===== src/rtl/bp_cfg_mc_if.sv =====
// rtl/bp_cfg_mc_if.sv - config link command/response bundle for bp_cfg_mc
interface bp_cfg_mc_if #(
  parameter int cfg_addr_width_p = 16,
  parameter int cfg_data_width_p = 64
);
  logic                        cmd_v_i;
  logic                        cmd_w_i;
  logic [cfg_addr_width_p-1:0] cmd_addr_i;
  logic [cfg_data_width_p-1:0] cmd_data_i;
  logic                        cmd_ready_o;
  logic                        resp_v_o;
  logic                        resp_w_o;
  logic                        resp_err_o;
  logic [cfg_data_width_p-1:0] resp_data_o;
  logic                        resp_ready_i;

  modport slave (
    input  cmd_v_i, cmd_w_i, cmd_addr_i, cmd_data_i, resp_ready_i,
    output cmd_ready_o, resp_v_o, resp_w_o, resp_err_o, resp_data_o
  );

  modport master (
    output cmd_v_i, cmd_w_i, cmd_addr_i, cmd_data_i, resp_ready_i,
    input  cmd_ready_o, resp_v_o, resp_w_o, resp_err_o, resp_data_o
  );
endinterface


===== src/rtl/bp_cfg_mc.sv =====
// rtl/bp_cfg_mc.sv - multi-core config endpoint routing commands to per-core config buses
// Optional broadcast select (sel = 4'hF) enabled by defining BP_CFG_MC_BCAST_EN.
module bp_cfg_mc #(
  parameter int num_core_p       = 4,
  parameter int cfg_addr_width_p = 16,
  parameter int cfg_data_width_p = 64,
  parameter int read_latency_p   = 1,
  parameter int freeze_offset_p  = 'h001
) (
  input  logic                                   clk_i,
  input  logic                                   reset_i,
  bp_cfg_mc_if.slave                             link,
  output logic [num_core_p-1:0]                  cfg_v_o,
  output logic                                   cfg_w_o,
  output logic [cfg_addr_width_p-5:0]            cfg_addr_o,
  output logic [cfg_data_width_p-1:0]            cfg_data_o,
  input  logic [num_core_p*cfg_data_width_p-1:0] cfg_rdata_i,
  output logic [num_core_p-1:0]                  freeze_o
);
  localparam int off_w_lp = cfg_addr_width_p - 4;
  localparam int dw_lp    = cfg_data_width_p;
  localparam logic [4:0]          num_core_lp   = 5'(num_core_p);
  localparam logic [2:0]          latency_lp    = 3'(read_latency_p);
  localparam logic [off_w_lp-1:0] freeze_off_lp = off_w_lp'(freeze_offset_p);

  typedef enum logic [1:0] {READY, ISSUE, WAIT, RESP} state_e;

  state_e                r_state, w_state_next;
  logic                  r_w;
  logic [3:0]            r_sel;
  logic [off_w_lp-1:0]   r_off;
  logic [dw_lp-1:0]      r_data;
  logic [2:0]            r_cnt;
  logic                  r_resp_w, r_resp_err;
  logic [dw_lp-1:0]      r_resp_data;
  logic [num_core_p-1:0] r_freeze;

  logic                  w_accept, w_bcast, w_err, w_local, w_core, w_frz_bit, w_capture;
  logic [num_core_p-1:0] w_onehot, w_freeze_next;
  logic [dw_lp-1:0]      w_rdata;

  assign w_accept  = link.cmd_v_i & (r_state == READY);
  assign w_capture = (r_state == WAIT) && (r_cnt <= 3'd1);

  // Decode works off the latched command so the core-side fields stay registered.
  always_comb begin
`ifdef BP_CFG_MC_BCAST_EN
    w_bcast = (r_sel == 4'hF);
    w_err   = w_bcast ? ~r_w : ({1'b0, r_sel} >= num_core_lp);
`else
    w_bcast = 1'b0;
    w_err   = ({1'b0, r_sel} >= num_core_lp);
`endif
    w_local       = ~w_err & (r_off == freeze_off_lp);
    w_core        = ~w_err & ~w_local;
    w_onehot      = '0;
    w_frz_bit     = 1'b0;
    w_rdata       = '0;
    w_freeze_next = r_freeze;
    for (int i = 0; i < num_core_p; i++) begin
      w_onehot[i] = (r_sel == 4'(i));
      if (r_sel == 4'(i)) begin
        w_frz_bit = r_freeze[i];
        w_rdata   = cfg_rdata_i[i*dw_lp +: dw_lp];
      end
    end
    if (w_local & r_w) begin
      if (w_bcast) w_freeze_next = {num_core_p{r_data[0]}};
      else         w_freeze_next = (r_freeze & ~w_onehot) | (w_onehot & {num_core_p{r_data[0]}});
    end
  end

  always_comb begin
    w_state_next = r_state;
    case (r_state)
      READY: if (link.cmd_v_i) w_state_next = ISSUE;
      ISSUE: w_state_next = (w_core & ~r_w) ? WAIT : RESP;
      WAIT:  if (w_capture) w_state_next = RESP;
      RESP:  if (link.resp_ready_i) w_state_next = READY;
      default: w_state_next = READY;
    endcase
  end

  always_ff @(posedge clk_i or posedge reset_i) begin
    if (reset_i) r_state <= READY;
    else         r_state <= w_state_next;
  end

  always_ff @(posedge clk_i or posedge reset_i) begin
    if (reset_i) begin
      r_w         <= 1'b0;
      r_sel       <= '0;
      r_off       <= '0;
      r_data      <= '0;
      r_cnt       <= '0;
      r_resp_w    <= 1'b0;
      r_resp_err  <= 1'b0;
      r_resp_data <= '0;
      r_freeze    <= '1;
    end else begin
      if (w_accept) begin
        r_w    <= link.cmd_w_i;
        r_sel  <= link.cmd_addr_i[cfg_addr_width_p-1 -: 4];
        r_off  <= link.cmd_addr_i[off_w_lp-1:0];
        r_data <= link.cmd_data_i;
      end
      if (r_state == ISSUE) begin
        r_resp_w    <= r_w;
        r_resp_err  <= w_err;
        r_resp_data <= (w_local & ~r_w) ? {{(dw_lp-1){1'b0}}, w_frz_bit} : '0;
        r_freeze    <= w_freeze_next;
        if (w_core & ~r_w) r_cnt <= latency_lp;
      end
      if (r_state == WAIT) begin
        r_cnt <= r_cnt - 3'd1;
        if (w_capture) r_resp_data <= w_rdata;
      end
    end
  end

  assign cfg_v_o    = ((r_state == ISSUE) && w_core) ? (w_bcast ? '1 : w_onehot) : '0;
  assign cfg_w_o    = r_w;
  assign cfg_addr_o = r_off;
  assign cfg_data_o = r_data;
  assign freeze_o   = r_freeze;

  assign link.cmd_ready_o = (r_state == READY);
  assign link.resp_v_o    = (r_state == RESP);
  assign link.resp_w_o    = r_resp_w;
  assign link.resp_err_o  = r_resp_err;
  assign link.resp_data_o = r_resp_data;
endmodule


===== src/flat_wrapper.sv =====
// flat-port wrapper written by rule: the top's interface ports become plain ports
module bp_cfg_mc_flat 
#(
  parameter int num_core_p       = 4,
  parameter int cfg_addr_width_p = 16,
  parameter int cfg_data_width_p = 64,
  parameter int read_latency_p   = 1,
  parameter int freeze_offset_p  = 'h001
)
  (clk_i, reset_i, cfg_v_o, cfg_w_o, cfg_addr_o, cfg_data_o, cfg_rdata_i, freeze_o, link_cmd_v_i, link_cmd_w_i, link_cmd_addr_i, link_cmd_data_i, link_resp_ready_i, link_cmd_ready_o, link_resp_v_o, link_resp_w_o, link_resp_err_o, link_resp_data_o);
  bp_cfg_mc_if #(.cfg_addr_width_p(cfg_addr_width_p), .cfg_data_width_p(cfg_data_width_p)) link_i ();
  input  logic clk_i;
  input  logic reset_i;
  output logic [num_core_p-1:0] cfg_v_o;
  output logic cfg_w_o;
  output logic [cfg_addr_width_p-5:0] cfg_addr_o;
  output logic [cfg_data_width_p-1:0] cfg_data_o;
  input  logic [num_core_p*cfg_data_width_p-1:0] cfg_rdata_i;
  output logic [num_core_p-1:0] freeze_o;
  input wire logic [$bits(link_i.cmd_v_i)-1:0] link_cmd_v_i;
  input wire logic [$bits(link_i.cmd_w_i)-1:0] link_cmd_w_i;
  input wire logic [$bits(link_i.cmd_addr_i)-1:0] link_cmd_addr_i;
  input wire logic [$bits(link_i.cmd_data_i)-1:0] link_cmd_data_i;
  input wire logic [$bits(link_i.resp_ready_i)-1:0] link_resp_ready_i;
  output wire logic [$bits(link_i.cmd_ready_o)-1:0] link_cmd_ready_o;
  output wire logic [$bits(link_i.resp_v_o)-1:0] link_resp_v_o;
  output wire logic [$bits(link_i.resp_w_o)-1:0] link_resp_w_o;
  output wire logic [$bits(link_i.resp_err_o)-1:0] link_resp_err_o;
  output wire logic [$bits(link_i.resp_data_o)-1:0] link_resp_data_o;
  assign link_i.cmd_v_i = link_cmd_v_i;
  assign link_i.cmd_w_i = link_cmd_w_i;
  assign link_i.cmd_addr_i = link_cmd_addr_i;
  assign link_i.cmd_data_i = link_cmd_data_i;
  assign link_i.resp_ready_i = link_resp_ready_i;
  assign link_cmd_ready_o = link_i.cmd_ready_o;
  assign link_resp_v_o = link_i.resp_v_o;
  assign link_resp_w_o = link_i.resp_w_o;
  assign link_resp_err_o = link_i.resp_err_o;
  assign link_resp_data_o = link_i.resp_data_o;
  bp_cfg_mc #(.num_core_p(num_core_p), .cfg_addr_width_p(cfg_addr_width_p), .cfg_data_width_p(cfg_data_width_p), .read_latency_p(read_latency_p), .freeze_offset_p(freeze_offset_p)) u_core (.clk_i(clk_i), .reset_i(reset_i), .link(link_i), .cfg_v_o(cfg_v_o), .cfg_w_o(cfg_w_o), .cfg_addr_o(cfg_addr_o), .cfg_data_o(cfg_data_o), .cfg_rdata_i(cfg_rdata_i), .freeze_o(freeze_o));
endmodule

===== config.mk =====
export PLATFORM = sky130hd
export DESIGN_NAME = bp_cfg_mc_flat
export DESIGN_NICKNAME = d
export VERILOG_FILES = /design/src/rtl/bp_cfg_mc_if.sv /design/src/rtl/bp_cfg_mc.sv /design/src/flat_wrapper.sv
export SDC_FILE = /design/constraint.sdc
export NUM_CORES = 1
export LEC_CHECK = 0
export BUFFER_PORTS_ARGS = -buffer_cell sky130_fd_sc_hd__buf_2
export CAP_MARGIN = 20
export CORE_AREA = 4 4 190 192
export CTS_BUF_LIST = sky130_fd_sc_hd__clkbuf_8
export CTS_CLUSTER_SIZE = 25
export DETAILED_ROUTE_END_ITERATION = 8
export DIE_AREA = 0 0 194 196
export SETUP_SLACK_MARGIN = 0.15
export SLEW_MARGIN = 0
export SYNTH_ARGS = -nofsm -noshare
export SYNTH_HDL_FRONTEND = slang
export SYNTH_SLANG_ARGS = --single-unit

===== constraint.sdc =====
create_clock -name clk_i -period 4.6 [get_ports clk_i]
set_input_delay 0.23 -clock clk_i [delete_from_list [all_inputs] [get_ports clk_i]]
set_output_delay 0.23 -clock clk_i [all_outputs]
set_load 0.02 [all_outputs]

After elaboration in Yosys (flattened, before gate mapping)
Index checks and enable logic that the tools add are counted.
{ "totals": {"reg_bits": 156, "in_bits": 341, "ram_bits": 0, "n_memories": 0, "mem_bits_ro": 0, "out_inout_bits": 153, "latch_bits": 0} }
{ "classes": {"mul": 0, "div": 0, "n_eq_ne": 10, "shifts": 0, "bitwise_logic": 13, "n_mux": 21, "n_lt_le_gt_ge": 2, "reduce_logical": 9, "n_addsub": 1} }
{ "op_table": {"columns": ["cell", "n"], "rows": [
  ["$mux W64", 7],
  ["$eq A12 B1 Y1 const B", 1],
  ["$mux W3", 3],
  ["$and A4 B4 Y4", 2],
  ["$eq A4 B2 Y1 const B", 2],
  ["$pmux W2 S4", 1],
  ["$and A1 B1 Y1", 6],
  ["$mux W1", 6],
  ["$mux W2", 3],
  ["$eq A2 B2 Y1 const B", 2],
  ["$eq A4 B1 Y1 const B", 1],
  ["$ge A4 B3 Y1 const B", 1],
  ["$logic_not A4 Y1", 1],
  ["$mux W4", 1],
  ["$ne A2 B2 Y1 const B", 2],
  ["$not A4 Y4", 1],
  ["$or A4 B4 Y4", 1],
  ["$reduce_and A2 Y1", 2],
  ["$reduce_bool A2 Y1", 2],
  ["$le A3 B1 Y1 const B", 1],
  ["$not A1 Y1", 3],
  ["$reduce_and A3 Y1", 1],
  ["$sub A3 B1 Y3 const B", 1],
  ["$eq A2 B1 Y1 const B", 1],
  ["other kinds (3)", 4]
]} }

Longest topological paths before layout
{ "depth": {"word_depth": 9, "ltp_mapped": 8, "ltp_nobuf": 6} }

Least setup slack after synthesis
No wires, ideal clock.
{ "synth_timing": {"kind": "reg-to-reg", "startpoint": "reg u_core.r_state[1]", "endpoint": "reg with a tool-made name", "arrival_ns": 1.763, "path_stages_with_launch": 8, "slack_ns": 2.754, "synth_period_minus_slack_ns": 1.846, "path_cell_list": "dfrtp_1 > inv_1 > ha_1 > buf_2 > nor4bb_1 > nand4_1 > nor3b_1 > mux2_2"} }
{ "synth_rtl": {"columns": ["item", "line", "source"], "rows": [
  ["from (decl)", "bp_cfg_mc.sv:28", "state_e r_state, w_state_next;"],
  ["from (signal assigned)", "bp_cfg_mc.sv:86", "else r_state <= w_state_next;"]
]} }

Worst setup path after layout
{ "layout_timing": {"startpoint": "reg u_core.r_off[1], in the netlist u_core.cfg_addr_o[1]", "endpoint": "out cfg_v_o[2]"} }
{ "layout_between": {"elab_chain_len": 6} }
{ "layout_rtl": {"columns": ["item", "line", "source"], "rows": [
  ["from (decl)", "bp_cfg_mc.sv:31", "logic [off_w_lp-1:0] r_off;"],
  ["from (signal assigned)", "bp_cfg_mc.sv:104", "r_off <= link.cmd_addr_i[off_w_lp-1:0];"],
  ["$eq A12 B1 Y1", "bp_cfg_mc.sv:54", "w_local = ~w_err & (r_off == freeze_off_lp);"],
  ["$and A1 B1 Y1", "bp_cfg_mc.sv:54", null],
  ["$not A1 Y1", "bp_cfg_mc.sv:55", "w_core = ~w_err & ~w_local;"],
  ["$and A1 B1 Y1", "bp_cfg_mc.sv:55", null],
  ["$logic_and A1 B1 Y1", "bp_cfg_mc.sv:121", "assign cfg_v_o = ((r_state == ISSUE) && w_core) ? (w_bcast ? '1 : w_onehot) : '0;"],
  ["$mux W4", "bp_cfg_mc.sv:121", null],
  ["to (decl)", "flat_wrapper.sv:14", "output logic [num_core_p-1:0] cfg_v_o;"]
]} }
No other way between the ends.

==> results.yml <==
sta:
  clock.fmax_mhz: 336
  maxSlewViolCount: 0
  rsz0062_at_grt: "false"
  whs_ns: 0.141
  max-slew-margin-rel: 0.275
  fin_ws_ns: 1.63
  setup_viol_count_final: 0
  fin_skew_ns: 0.0213
  fin_crit_sh: 0.647
  hold_viol: 0
  fin_crit_ns: 2.97
  tns_ns: 0
  tightest_slew_ns: 1.09
synthesis:
  ys.warnings.count: 0
  ys_seq_elements: 156
  synthesis.area_sq_mm: 0.00757
  synthCells: 561
  synth-simple-area-share: 0.0387
  synth_cell_types: 51
  yosysTopAreaCellShare: 0.502
  synth.area.mux_share: 0.225
  synthAdderAreaFrac: 0.00991
  syn_avg_cell_area_sq_um: 13.5
  synth_xor_area_frac: 0
  synth_edf_count: 0
  seq_area_frac_synth: 0.516
  synthArstFlopShare: 1.00
  synth_top_family_by_area: "multiplexers"
  synthTopCellsByArea: "dfrtp_1 (50%), mux2_2 (13%), mux4_2 (9.2%)"
  synth_compound_area_frac: 0.174
  syn_nets: 908
  yosys_most_used_dff: "dfrtp_1"
  yosys.area.top_type: "dfrtp_1"
floorplanning:
  initial_utilization: 0.220
  die_area_sq_mm: 0.0380
  ios: 494
  dieHeight_um: 196
  core_sq_mm: 0.0344
  die_x_um: 194
  fp-row-count: 68
routing:
  totalWireLength_um: 30200
  drtPass1Iterations: 5
  vias: 7192
  viasPerCell: 4.53
  drc: 0
  postRouteAntennaNets: 0
  drt_iter0_markers: 258
  wire_per_inst_um: 19.0
cts:
  postCtsSetupBuffers: 0
  clockBufferDepth: 2
  cts_buffers: 17
  cts_resized: 0
  path_clk_slew_ns: 0.10
  clock_latency_ns: 0.47
  clock_sinks: 156
  root_buffer: "clkbuf_8"
  htree_levels: 4
  cts_tree: "built"
finish:
  utilization: 0.344
  layout.nets: 1466
  syn2layout_area_growth_pct: 55.9
  final_area_sq_mm: 0.0118
  antennaDiodeCount: 0
  fillers: 3457
  drive_gt1_frac: 0.595
  final_cells: 1587
pwr:
  peakVddDrop_uv: 389
  p_leak_nw: 5.73
  power_density_mw_per_mm2: 563
  power_mw: 6.65
global_route:
  grt_pass1_wl_um: 45700
  grt_max_degree: 82
  antenna_found_initial: 1
  grt.total_usage: 0.153
  overflow: 0
  first_global_vias: 7843
critical_path:
  crit_path_end_kind: "output port"
  path_buf_inv: 1
  r2r_start: "u_core.cfg_addr_o[1]"
  crit_path_max_fanout: 5
  cp.arrival_ns: 2.74
  startpoint_type: "register"
  cpMostUsedCell: "nand3_1"
  cp_slowest_stage_delay_ns: 0.80
  crit_type: "reg -> out"
  cp_top_family: "simple AND/OR/NAND/NOR gates"
  crit_required_ns: 4.37
  crit_start: "u_core.cfg_addr_o[1]"
  path_cells: "nor4b_1 -> nand3_1 -> nand3_1 -> nor2_1 -> buf_2"
  cpMaxStageDelayCell: "nor4b_1"
placed_design:
  port_buffers: 493
  placed_area_sq_mm: 0.0105
  place.gp.congestion: 0.929
  dpl.hpwl_um: 22600
  dp_slack_ns: 2.00
  dp.cells: 1473
status:
  status: "finished clean"
job:
  maxCapViolations: 0
worst_hold_path:
  hp-class: "in -> reg"
  hp-start: "cfg_rdata_i[250]"
==> layout by cell type (no fill, tap or decap), types with 3 or more instances in the layout <==
cell	n
nor4_1	4
bufinv_16	3
mux4_2	31
dlygate4sd3_1	82
nand2_1	3
clkbuf_8	18
a31o_1	30
mux2_2	88
nor2_1	10
dfrtp_1	150
nand3_1	3
dfstp_2	4
inv_1	8
a22oi_1	65
buf_4	10
ha_1	6
a22o_1	31
inv_6	5
a21oi_1	34
buf_2	493
inv_8	3
==> tightest hold or removal path: stages <==
cell     delay [ns]
buf_2          0.08
a22oi_1        0.05
a21oi_1        0.13
a31o_1         0.10
==> per-layer routing <==
layer / track usage / vias to the layer above / share of wire
met1: 0.179 / 3515 / 0.40
met2: 0.266 / 332 / 0.50
li1: - / 3310 / -
met4: 0.0508 / 0 / 0.025
met3: 0.0513 / 35 / 0.075
met5: 0 / - / 0
==> path summary, 6_finish.rpt <==
check | to | cells after the start | slack (ns)
max | cfg_v_o[2] | 5 | 1.63
min | u_core.link.resp_data_o[58] | 4 | 0.14
max reg2reg | u_core.link.resp_data_o[0] | 4 | 2.15
min reg2reg | u_core.link.resp_data_o[62] | 1 | 0.50
max in group asynchronous | u_core.r_sel[1] | 4 | 3.09
min in group asynchronous | u_core.link.resp_data_o[47] | 3 | 0.40
==> Yosys cell counts (2+ instances only) <==
cell type  count
dfrtp_1      152
mux2_2        88
a22oi_1       65
a21oi_1       35
a22o_1        31
mux4_2        31
a31o_1        30
clkbuf_1      25
buf_2         12
nor2_1        10
inv_1          9
ha_1           6
nand2_1        5
buf_4          4
buf_6          4
dfstp_2        4
nor4_1         4
buf_1          3
nand3_1        3
a31o_2         2
nand3b_1       2
nor2b_1        2
nor3_1         2
nor4bb_1       2
o21ai_0        2
o22ai_1        2
o31ai_1        2
==> flip-flops by register name, indices dropped and copies added (netlist names), named ones only <==
register and count:
u_core.cfg_w_o 1, u_core.link.resp_err_o 1, u_core.cfg_addr_o 12, u_core.r_sel 4, u_core.r_cnt 3, u_core.link.resp_w_o 1, u_core.link.resp_data_o 64, u_core.cfg_data_o 64
u_core.r_state 2
==> cells by family after synthesis <==
| group | count (synthesis) |
|---|---|
| buffers and inverters | 58 |
| AOI/OAI and AO/OA | 177 |
| adders and majority gates | 6 |
| muxes | 120 |
| and+or+nand+nor | 44 |
| DFF | 156 |
==> power by group <==
group / leakage, nW / internal [mW] / switching (mW)
Clock: 0.219 / 0.574 / 0.602
Sequential: 1.97 / 1.86 / 0.393
Combinational: 3.54 / 1.42 / 1.80
==> cell type report <==
cell class                 instances  area (sq um)  share of cell area
clock buffer                      18           248              0.0210
sequential                       156          3910               0.331
timing repair buffer             587          3400               0.288
tap                              455           569              0.0482
inverter                          10          42.5             0.00360
clock inverter                    14           199              0.0168
multi-input combinational        347          3440               0.291
==> what timing repair did <==
action                                  in CTS  in global routing
endpoints found under the setup margin       0                  0
endpoints found under the hold margin      146                  0
hold buffers                                82                  0
Note: power is estimated with default switching activity, not from simulation.
